## config.mk

```make
export PLATFORM = sky130hd
export DESIGN_NAME = alu_core
export DESIGN_NICKNAME = d
export VERILOG_FILES = /design/src/rtl/alu_core.sv
export SDC_FILE = /design/constraint.sdc
export NUM_CORES = 1
export LEC_CHECK = 0
export BUFFER_PORTS_ARGS = -buffer_cell sky130_fd_sc_hd__buf_2
export CORE_MARGIN = 10
export CORE_UTILIZATION = 42
export CTS_BUF_LIST = sky130_fd_sc_hd__clkbuf_4 sky130_fd_sc_hd__clkbuf_8
export CTS_CLUSTER_DIAMETER = 40
export DETAILED_ROUTE_END_ITERATION = 16
export GPL_TIMING_DRIVEN = 1
export PLACE_DENSITY = 0.57
export SETUP_SLACK_MARGIN = 0.05
export SLEW_MARGIN = 25
export SYNTH_ARGS = -nofsm -noshare
export SYNTH_HDL_FRONTEND = slang
export SYNTH_SLANG_ARGS = --single-unit
```

## constraint.sdc

```tcl
create_clock -name clk -period 9.15 [get_ports clk]
set_input_delay 0.4575 -clock clk [delete_from_list [all_inputs] [get_ports clk]]
set_output_delay 0.4575 -clock clk [all_outputs]
set_load 0.02 [all_outputs]
```

## src/rtl/alu_core.sv

```systemverilog
// alu_core: N-bit integer ALU for the execute stage; result and flags are registered
// (one-cycle latency, a new operation may issue every cycle).
// Ports:
//   clk, rst      rising-edge clock, synchronous active-high reset
//   a, b          operands; b is also the unsigned shift/rotate amount
//   op            7-bit opcode (0..13 defined, others yield zero)
//   cin           carry/borrow in, used by ADC and SBC only
//   out           registered result
//   cout          registered carry (ADD/ADC) or borrow (SUB/SBC)
//   overflow      registered two's-complement overflow
//   sign, zero    registered out[N-1] and (out == 0)
module alu_core #(
    parameter int unsigned N = 8
) (
    input  logic         clk,
    input  logic         rst,
    input  logic [N-1:0] a,
    input  logic [N-1:0] b,
    input  logic [6:0]   op,
    input  logic         cin,
    output logic [N-1:0] out,
    output logic         cout,
    output logic         overflow,
    output logic         sign,
    output logic         zero
);

    // Shift amounts are handled at least 32 bits wide so N itself is representable.
    localparam int unsigned BW = (N > 32) ? N : 32;

    localparam logic [6:0] OP_ADD   = 7'd0;
    localparam logic [6:0] OP_ADC   = 7'd1;
    localparam logic [6:0] OP_SUB   = 7'd2;
    localparam logic [6:0] OP_SBC   = 7'd3;
    localparam logic [6:0] OP_AND   = 7'd4;
    localparam logic [6:0] OP_OR    = 7'd5;
    localparam logic [6:0] OP_XOR   = 7'd6;
    localparam logic [6:0] OP_NOT   = 7'd7;
    localparam logic [6:0] OP_LSL   = 7'd8;
    localparam logic [6:0] OP_LSR   = 7'd9;
    localparam logic [6:0] OP_ASR   = 7'd10;
    localparam logic [6:0] OP_ROL   = 7'd11;
    localparam logic [6:0] OP_ROR   = 7'd12;
    localparam logic [6:0] OP_PASSB = 7'd13;

    logic [N-1:0] out_q, out_d;
    logic         cout_q, cout_d;
    logic         overflow_q, overflow_d;
    logic         sign_q, sign_d;
    logic         zero_q, zero_d;

    logic         cin_eff;
    logic [N:0]   sum;
    logic [N:0]   diff;
    logic [BW-1:0] b_ext;
    logic [BW-1:0] rot_amt;

    // Result and flag computation for the operation presented this cycle.
    always_comb begin
        out_d      = '0;
        cout_d     = 1'b0;
        overflow_d = 1'b0;

        cin_eff = ((op == OP_ADC) || (op == OP_SBC)) ? cin : 1'b0;
        // Extra top bit carries out of the add and signals borrow on the subtract.
        sum     = {1'b0, a} + {1'b0, b} + (N+1)'(cin_eff);
        diff    = {1'b0, a} - {1'b0, b} - (N+1)'(cin_eff);
        b_ext   = BW'(b);
        rot_amt = b_ext % BW'(N);

        case (op)
            OP_ADD, OP_ADC: begin
                out_d      = sum[N-1:0];
                cout_d     = sum[N];
                overflow_d = (a[N-1] == b[N-1]) && (sum[N-1] != a[N-1]);
            end
            OP_SUB, OP_SBC: begin
                out_d      = diff[N-1:0];
                cout_d     = diff[N];
                overflow_d = (a[N-1] != b[N-1]) && (diff[N-1] != a[N-1]);
            end
            OP_AND:   out_d = a & b;
            OP_OR:    out_d = a | b;
            OP_XOR:   out_d = a ^ b;
            OP_NOT:   out_d = ~a;
            // Shift counts of N or more fall out naturally: zeros, or sign fill for ASR.
            OP_LSL:   out_d = a << b_ext;
            OP_LSR:   out_d = a >> b_ext;
            OP_ASR:   out_d = N'($signed(a) >>> b_ext);
            // A zero rotate shifts the complementary term by N, which yields zero.
            OP_ROL:   out_d = (a << rot_amt) | (a >> (BW'(N) - rot_amt));
            OP_ROR:   out_d = (a >> rot_amt) | (a << (BW'(N) - rot_amt));
            OP_PASSB: out_d = b;
            default: begin
                out_d      = '0;
                cout_d     = 1'b0;
                overflow_d = 1'b0;
            end
        endcase

        sign_d = out_d[N-1];
        zero_d = (out_d == '0);
    end

    // Output registers with synchronous reset.
    always_ff @(posedge clk) begin
        if (rst) begin
            out_q      <= '0;
            cout_q     <= 1'b0;
            overflow_q <= 1'b0;
            sign_q     <= 1'b0;
            zero_q     <= 1'b0;
        end else begin
            out_q      <= out_d;
            cout_q     <= cout_d;
            overflow_q <= overflow_d;
            sign_q     <= sign_d;
            zero_q     <= zero_d;
        end
    end

    assign out      = out_q;
    assign cout     = cout_q;
    assign overflow = overflow_q;
    assign sign     = sign_q;
    assign zero     = zero_q;

endmodule

```

=== Word level (Yosys, flattened, before mapping) ===
Cells that the tools add are included.

* Register bits: 12
* Bits of input ports: 26
* Output and inout port bits: 12
* Logic and storage cells: 51

* $add $sub $neg: 5
* Equal/unequal tests: 17
* Shift operators: 7
* Muxes and demuxes: 4
* Bitwise gates (word level): 6
* Reductions and logical operators: 7

{| class="wikitable"
|+ Operator list
! operator !! number
|-
| $pmux W8 S12 || 1
|-
| $eq A7 B4 Y1 const B || 6
|-
| $shl A8 B32 Y8 || 1
|-
| $shr A8 B32 Y8 || 1
|-
| $eq A7 B3 Y1 const B || 4
|-
| $or A8 B8 Y8 || 3
|-
| $eq A7 B2 Y1 const B || 2
|-
| $add A8 B8 Y9 || 1
|-
| $add A9 B1 Y9 || 1
|-
| $sub A8 B8 Y9 || 1
|-
| $sub A9 B1 Y9 || 1
|-
| $and A8 B8 Y8 || 1
|-
| $logic_not A8 Y1 || 1
|-
| $not A8 Y8 || 1
|-
| $shl A8 B3 Y8 || 1
|-
| $shl A8 B8 Y8 || 1
|-
| $shr A8 B3 Y8 || 1
|-
| $shr A8 B8 Y8 || 1
|-
| $sshr A8 B8 Y8 || 1
|-
| $xor A8 B8 Y8 || 1
|-
| $eq A7 B1 Y1 const B || 1
|-
| $logic_not A7 Y1 || 1
|-
| $sub A4 B3 Y5 const A || 1
|-
| $pmux W1 S2 || 2
|-
| 6 further kinds || 10
|}

=== Longest topological paths before layout ===
Gate-level depths: netlist (run 1).

* Word-level depth: 7
* Mapped depth: 15
* Depth with buffers taken out: 14

=== Worst setup path before layout (run 1) ===
No wires, ideal clock.

* Path type: input -> register
* Start: input port op[5]
* End: register zero_q (netlist: zero)
* Library setup time: 88 ps
* Arrival: 3539 ps
* Data required time: 9062 ps
* Slack: 5523 ps
* Stages on the path: 13
* Buffers on the path: 1
* Cells stage by stage: or3_1 -> clkbuf_1 -> nor3_1 -> nand3_1 -> fa_1 -> ha_1 -> a211oi_1 -> o21a_1 -> xnor2_1 -> a21o_1 -> a2111oi_0 -> nand4_1 -> nor4_2

* Word-level cells in the longest chain between the ends: 6
* Elaborated cells between the ends (all ways): 22
* Classes of those cells: add/sub: 2; eq/ne: 13; mux: 2; reduce/logical: 5

{| class="wikitable"
|+ Ends and longest elaborated chain
! element !! line !! RTL
|-
| start, declared || 19 || <nowiki>input logic [6:0] op,</nowiki>
|-
| $eq A7 B1 Y1 / $eq A7 B2 Y1 (equally long branches) || 64, 71 ||
|-
| $logic_or A1 B1 Y1 || 64 || <nowiki>cin_eff = ((op == OP_ADC) || (op == OP_SBC)) ? cin : 1'b0;</nowiki>
|-
| $mux W1 || 64 ||
|-
| $sub A9 B1 Y9 / $add A9 B1 Y9 (equally long branches) || 67, 66 ||
|-
| $pmux W8 S12 * || 71 || <nowiki>case (op)</nowiki>
|-
| $logic_not A8 Y1 * || 102 || <nowiki>zero_d = (out_d == '0);</nowiki>
|-
| end signal, assigned || 118 || <nowiki>zero_q <= zero_d;</nowiki>
|-
| end, declared || 50 || <nowiki>logic zero_q, zero_d;</nowiki>
|}

Mark *: on every way between the ends. The rest lies on a longest branch, timed or not.
A chain may end at the register's enable or synchronous reset.

=== Final worst setup path (run 1) ===
Same ends and word-level chain as after synthesis.

==> results of run 1 <==
cells in the mapped netlist, types with 5 or more instances:
library cell  instances  area [µm²]
a2111oi_0             7        61.3
a211o_1               5        43.8
a211oi_1              7        52.6
a21o_1                8        60.1
a21oi_1              23         115
a221oi_1              5        43.8
a22oi_1               5        37.5
a31oi_1              16         100
and3_1                6        37.5
buf_2                13        65.1
clkbuf_1             29         109
dfxtp_1              11         220
ha_1                 30         375
inv_1                30         113
mux2_2                7        78.8
mux2i_1              27         270
mux4_2               10         225
nand2_1              39         146
nand2b_1             12        75.1
nand3_1              14        70.1
nand4_1              10        62.6
nor2_1               29         109
nor2b_1               7        43.8
nor3_1               16        80.1
nor4_1                8        50.1
o211ai_1              9        67.6
o21ai_0               9        45.0
o31ai_1               5        37.5
or3_1                 6        37.5
xnor2_1               5        43.8
xor2_1                6        52.6
per-stage QoR:
| stage | std cells | hold WS, ns |
|---|---|---|
| final | 596 | 0.560 |
| after CTS | 596 | 0.547 |
| after floorplan | 494 | 0.651 |
| after global routing | 596 | 0.569 |
| after global placement | 592 | 0.786 |
| after detailed placement | 592 | 0.791 |
kinds of logic after synthesis:
group                    after synthesis  synth area share, %
AND/OR/NAND/NOR                      176                 26.3
AO/OA/AOI/OAI                        136                 26.8
buffers and inverters                 80                 9.45
flip-flops                            11                 5.94
multiplexers                          46                 16.6
adder cells (fa/ha/maj)               34                 12.3
XOR/XNOR                              11                 2.60
layer usage:
metal	vias to the layer above	track usage, %
li1	1860	-
met1	1913	28.2
met2	256	28.8
met3	44	1.89
met4	0	7.69
met5	-	0
state kept, by name, indices dropped and copies added, names as in the netlist:
register / cells
cout: 1
zero: 1
out: 8
overflow: 1
power groups by stage:
stage | sequential (mW) | clock, mW | combinational (mW)
floorplan | 0.0534 | 0 | 0.138
global placement | 0.0512 | 0 | 0.186
detailed placement | 0.0511 | 0 | 0.186
CTS | 0.0502 | 0.0485 | 0.187
global route | 0.0502 | 0.0513 | 0.208
finish | 0.0501 | 0.0471 | 0.191
worst max path at each step:
stage,from,slack [ns],end,cells after the start
6_report,op[5],4.86,zero,13
5_1_grt,b[1],4.58,zero,10
4_1_cts,op[5],4.90,zero,13
3_5_place_dp,op[5],4.70,zero,13
3_3_place_gp,op[5],4.75,zero,13
2_1_floorplan,op[5],5.52,zero,13
cell type report:
type                    instances  area (µm²)
inverters                      30         113
repair buffers                 40         208
fillers                       900        4770
clock buffers                   3        41.3
flip-flops and latches         11         220
multi-input cells             403        3140
clock inverters                 1        5.00
well taps                     108         135
critical path: cells and delay by family:
family / cells / cell delay (ns)
buffers and inverters: 1 / 0.10
AOI/OAI and AO/OA: 4 / 1.39
and+or+nand+nor: 5 / 1.64
adders and majority gates: 2 / 0.76
xor gates and xnor gates: 1 / 0.08
==> metrics.md, run 1 <==
| Metric | Value |
|---|---|
| Min-delay worst type | `in -> reg` |
| CP max-delay cell | `a2111oi_0` |
| Core Util, Final | `44.8%` |
| Final number of hold-violating endpoints | `0` |
| Post-CTS Resized | `0` |
| Status | `completed` |
| Grt ovf | `0` |
| Hold-fix buffers at CTS | `0` |
| Worst vdd ir | `0.0000438 V` |
| Max incr delay on CP | `0.60 ns` |
| Max Cap Viol | `0` |
| Die Ht | `114 µm` |
| Seq pwr share | `17.4%` |
| Switch share | `47.7%` |
| Fmax | `233 MHz` |
| Number of diodes | `0` |
| Setup TNS Final | `0 ns` |
| Synthesis-stage register bit count | `11` |
| Clock sinks | `11` |
| CTS tree | `done` |
| Type of the worst setup path | `in -> reg` |
| Post-synthesis sequential area ratio | `5.94%` |
| Hold Path Origin | `rst` |
| Drt drc | `0` |
| Final worst path period share | `46.8%` |
| CTS Buf Count | `3` |
| RSZ-0062 raised after global routing | `no` |
| I/O Buffers | `37` |
| Post-route ant nets | `0` |
| Dpl ws | `4.70 ns` |
| Hold path depth | `2` |
| P_leak | `1.61 nW` |
| Worst Path Max Fanout | `9` |
| First-pass GRT wire length | `20.8 mm` |
| Synth-to-layout area growth | `4.29%` |
| Initial Util | `42.9%` |
| PD cells | `74.6 nW/µm²` |
| Final max-slew violation count | `0` |
| Starting DRC count in detailed routing | `526` |
| Largest net degree at the start of global routing | `44` |
| P_int | `0.151 mW` |
| Critical Path RT | `9.30 ns` |
| Area after DPL | `3810 µm²` |
| DR WL met3 | `1.30 mm` |
| Top Metal Used | `met4` |
| Avg WL per Cell | `22.4 µm` |
| CTS Buffer Depth | `2` |
| Min Tclk post-route | `4.29 ns` |
| Initial antenna violation count | `0` |
| Vias | `4,073` |
| Synth unique cells | `73` |
| Final nets | `549` |
| Die width | `114 µm` |
| Routability congestion estimate | `0.938` |
| Worst EP arrival | `4.44 ns` |
| Setup bufs post-CTS | `0` |
| WHS Endpoint | `out[2]` |
| Synth Flop Type | `dfxtp_1` |
| Wl on met1 | `5.85 mm` |
| Clock Tree Root | `clkbuf_8` |
| Core area | `8640 µm²` |
| Dpl hpwl | `9.92 mm` |
| Final Power | `0.289 mW` |
| Slew margin rel. | `33.4%` |
| Mapped Avg Cell Area | `7.50 µm²` |
| Commonest non-fill, non-tap cell in the layout | `nand2_1` |
| Clock power frac | `16.3%` |
| Ys async rst share | `0%` |
| Syn Std Cell Area | `3710 µm²` |
| Vias in the first global route | `3,771` |
| Final WL | `13.4 mm` |
| Most frequent cells in the layout | `nand2_1 (39), buf_2 (37), inv_1 (30), ha_1 (30), nor2_1 (29)` |
| FP Rows | `34` |
| Syn_nets | `554` |
| Post-route cell area | `3870 µm²` |
| Clock slew at reported path FFs | `0.05 ns` |
| PnR worst setup slack | `4.86 ns` |
| Met2 wire len | `5.75 mm` |
| Die ar. | `13,000 µm²` |
| CP startpoint kind | `input port` |
| H-Tree Depth | `1` |
| Least-Margin Pin Slew | `0.974 ns` |
| Combinational share of power | `66.3%` |
| DRT Pass-1 Iters | `6` |
| Crit path cell chain | `buf_2 > or3_1 > nor3_1 > nand3_1 > fa_1 > ha_1 > a211oi_1 > o21a_1 > xnor2_1 > a21o_1 > a2111oi_0 > nand4_1 > nor4_2` |
| I/O Pins | `38` |
| Layout cell share with drive strength beyond 1 | `15.6%` |
| Gr usage total | `19.5%` |
| Vias per Instance | `6.83` |
| Setup violators final | `0` |
| Post-synth EDFFs | `0` |
| Cells after Synth | `494` |
| Yosys warns | `0` |
| CP Capture Type | `flop` |
| Sw Pwr | `0.137 mW` |
(Power assumes the default switching activity.)
==> run 2, diff against run 1 <==
==> constraint.sdc (replaced) <==
create_clock -name clk -period 4.3 [get_ports clk]
set_input_delay 0.215 -clock clk [delete_from_list [all_inputs] [get_ports clk]]
set_output_delay 0.215 -clock clk [all_outputs]
set_load 0.02 [all_outputs]
==> metrics.md, run 2 (synthesis gave the netlist of run 1 again) <==
| Metric | Value |
|---|---|
| Multi-input logic area | `3140 µm² (-0.24%)` |
| Setup violators final | `0 (unchanged)` |
| Crit path cell chain | `buf_2 > or3_1 > nor3_1 > nand3_1 > fa_1 > ha_1 > a211oi_1 > o21a_1 > xnor2_1 > a21o_1 > a2111oi_0 > nand4_1 > nor4_2` |
| Max FFs per register | `8 (unchanged)` |
| Min Tclk post-route | `3.58 ns` |
| Number of diodes | `0 (unchanged)` |
| Critical Path Start | `op[5]` |
| Delay-heaviest family, CP | `compound AO/OA/AOI/OAI gates` |
| DRT Pass-1 Iters | `6 (unchanged)` |
| Storage element area | `220 µm² (unchanged)` |
| Worst Path Max Fanout | `3 (-6)` |
| Setup TNS Final | `0 ns (unchanged)` |
| Grt ovf | `0 (unchanged)` |
| Most frequent cells in the layout | `nand2_1 (39), buf_2 (37), inv_1 (30), ha_1 (30), nor2_1 (29)` |
| Largest net degree at the start of global routing | `43 (-2.3%)` |
| Clock Tree Root | `clkbuf_8` |
| Final worst path period share | `83.2%` |
| Min-delay worst type | `in -> reg` |
| Worst vdd ir | `0.0000797 V (+82%)` |
| Drt drc | `0 (unchanged)` |
| WHS Endpoint | `out[0]` |
| CTS tree | `done` |
| Critical Path RT | `4.45 ns (-4.85 ns)` |
| Worst EP arrival | `3.73 ns (-0.71 ns)` |
| Post-route ant nets | `0 (unchanged)` |
| GR Util met3 | `3.83% (+1.9 points)` |
| Avg WL per Cell | `22.8 µm (+1.6%)` |
| Slew margin rel. | `45.4% (+12 points)` |
| Placed cell count | `601 (+1.5%)` |
| RSZ-0062 raised after global routing | `no` |
| FP Rows | `34 (unchanged)` |
| Final Power | `0.635 mW (+120%)` |
| Global routing's busiest layer | `met2` |
| Starting DRC count in detailed routing | `492 (-6.5%)` |
| Hold path depth | `2 (unchanged)` |
| Least-Margin Pin Slew | `0.819 ns (-0.155 ns)` |
| Die width | `114 µm (unchanged)` |
| Clock slew at reported path FFs | `0.05 ns (about the same)` |
| Initial Util | `42.9% (unchanged)` |
| Max Cap Viol | `0 (unchanged)` |
| Final WL | `13.8 mm (+3.1%)` |
| Final Non-Filler Cells | `605 (+1.5%)` |
| PD cells | `162 nW/µm² (+120%)` |
| M1 GR Usage | `28.5% (+0.26 points)` |
| H-Tree Depth | `1 (unchanged)` |
| Final max-slew violation count | `0 (unchanged)` |
| Commonest non-fill, non-tap cell in the layout | `nand2_1` |
| Vias per Instance | `6.65 (-2.6%)` |
| Die Ht | `114 µm (unchanged)` |
| Synth-to-layout area growth | `5.97%` |
| Routability congestion estimate | `1.01 (+7.5%)` |
| CTS Buf Count | `3 (unchanged)` |
| CTS Buffer Depth | `2 (unchanged)` |
| P_leak | `1.66 nW (+2.7%)` |
| Hold-fix buffers at CTS | `0 (unchanged)` |
| First-pass GRT wire length | `21.5 mm (+3.4%)` |
| Post-CTS Resized | `0 (unchanged)` |
| Fill count | `904 (+0.44%)` |
| CP max-delay cell | `a2111oi_0` |
| CP Capture Type | `flop` |
| CP startpoint kind | `input port` |
| Fmax | `280 MHz` |
| Hold Path Origin | `rst` |
| I/O Pins | `38 (unchanged)` |
| Met2 Track Usage GR | `30.3% (+1.4 points)` |
| Max incr delay on CP | `0.67 ns (+0.07 ns)` |
| I/O Buffers | `37 (unchanged)` |
| Dpl hpwl | `10.3 mm (+3.4%)` |
| Final number of hold-violating endpoints | `0 (unchanged)` |
| Initial antenna violation count | `0 (unchanged)` |
| Clock sinks | `11 (unchanged)` |
| Vias | `4,026 (-1.2%)` |
| Gr usage total | `20.3% (+0.74 points)` |
| Layout cell share with drive strength beyond 1 | `16.9% (+1.3 points)` |
| Type of the worst setup path | `in -> reg` |
| Core area | `8640 µm² (unchanged)` |
| Vias in the first global route | `3,841 (+1.9%)` |
| Final nets | `558 (+1.6%)` |
| Die ar. | `13,000 µm² (unchanged)` |
| Status | `completed` |
| Setup bufs post-CTS | `0 (unchanged)` |
| Worst path bufs/invs | `1 (unchanged)` |
[run 2: final cells by class]
class,count,share of cell area [%]
Clock buffer,4,1.24
Multi-Input combinational cell,403,79.8
Sequential cell,11,5.61
Tap cell,108,3.44
Timing Repair Buffer,49,7.01
Inverter,30,2.87
[run 2: how the worst max path moves through the flow]
| stage | end | slack, ns | cells after the start |
|---|---|---|---|
| 2_1_floorplan | zero | 0.92 | 13 |
| 4_1_cts | zero | 0.74 | 13 |
| 3_3_place_gp | zero | 0.58 | 13 |
| 3_5_place_dp | zero | 0.50 | 13 |
| 5_1_grt | zero | 0.45 | 13 |
| 6_report | zero | 0.72 | 13 |
[run 2: routing by layer]
metal,up-vias,share of wire (%)
met5,-,0
met4,0,2.8
met3,26,10
met2,229,43
met1,1894,44
li1,1877,-
[run 2: report_power, final]
part | leakage [nW] | internal (mW) | switching, mW | total (mW)
clock network | 0.0262 | 0.0713 | 0.0383 | 0.110
registers | 0.0893 | 0.106 | 0.000695 | 0.107
logic | 1.54 | 0.158 | 0.261 | 0.419
[run 2: metrics by stage]
step / instance area, µm² / hold slack (ns) / setup slack (ns) / util (%)
floorplan: 3710 / 0.409 / 0.916 / -
global placement: 3880 / 0.523 / 0.578 / 44.9
detailed placement: 3880 / 0.525 / 0.499 / 44.9
CTS: 3930 / 0.276 / 0.736 / 45.5
global route: 3930 / 0.300 / 0.449 / 45.5
finish: 3930 / 0.282 / 0.722 / 45.5
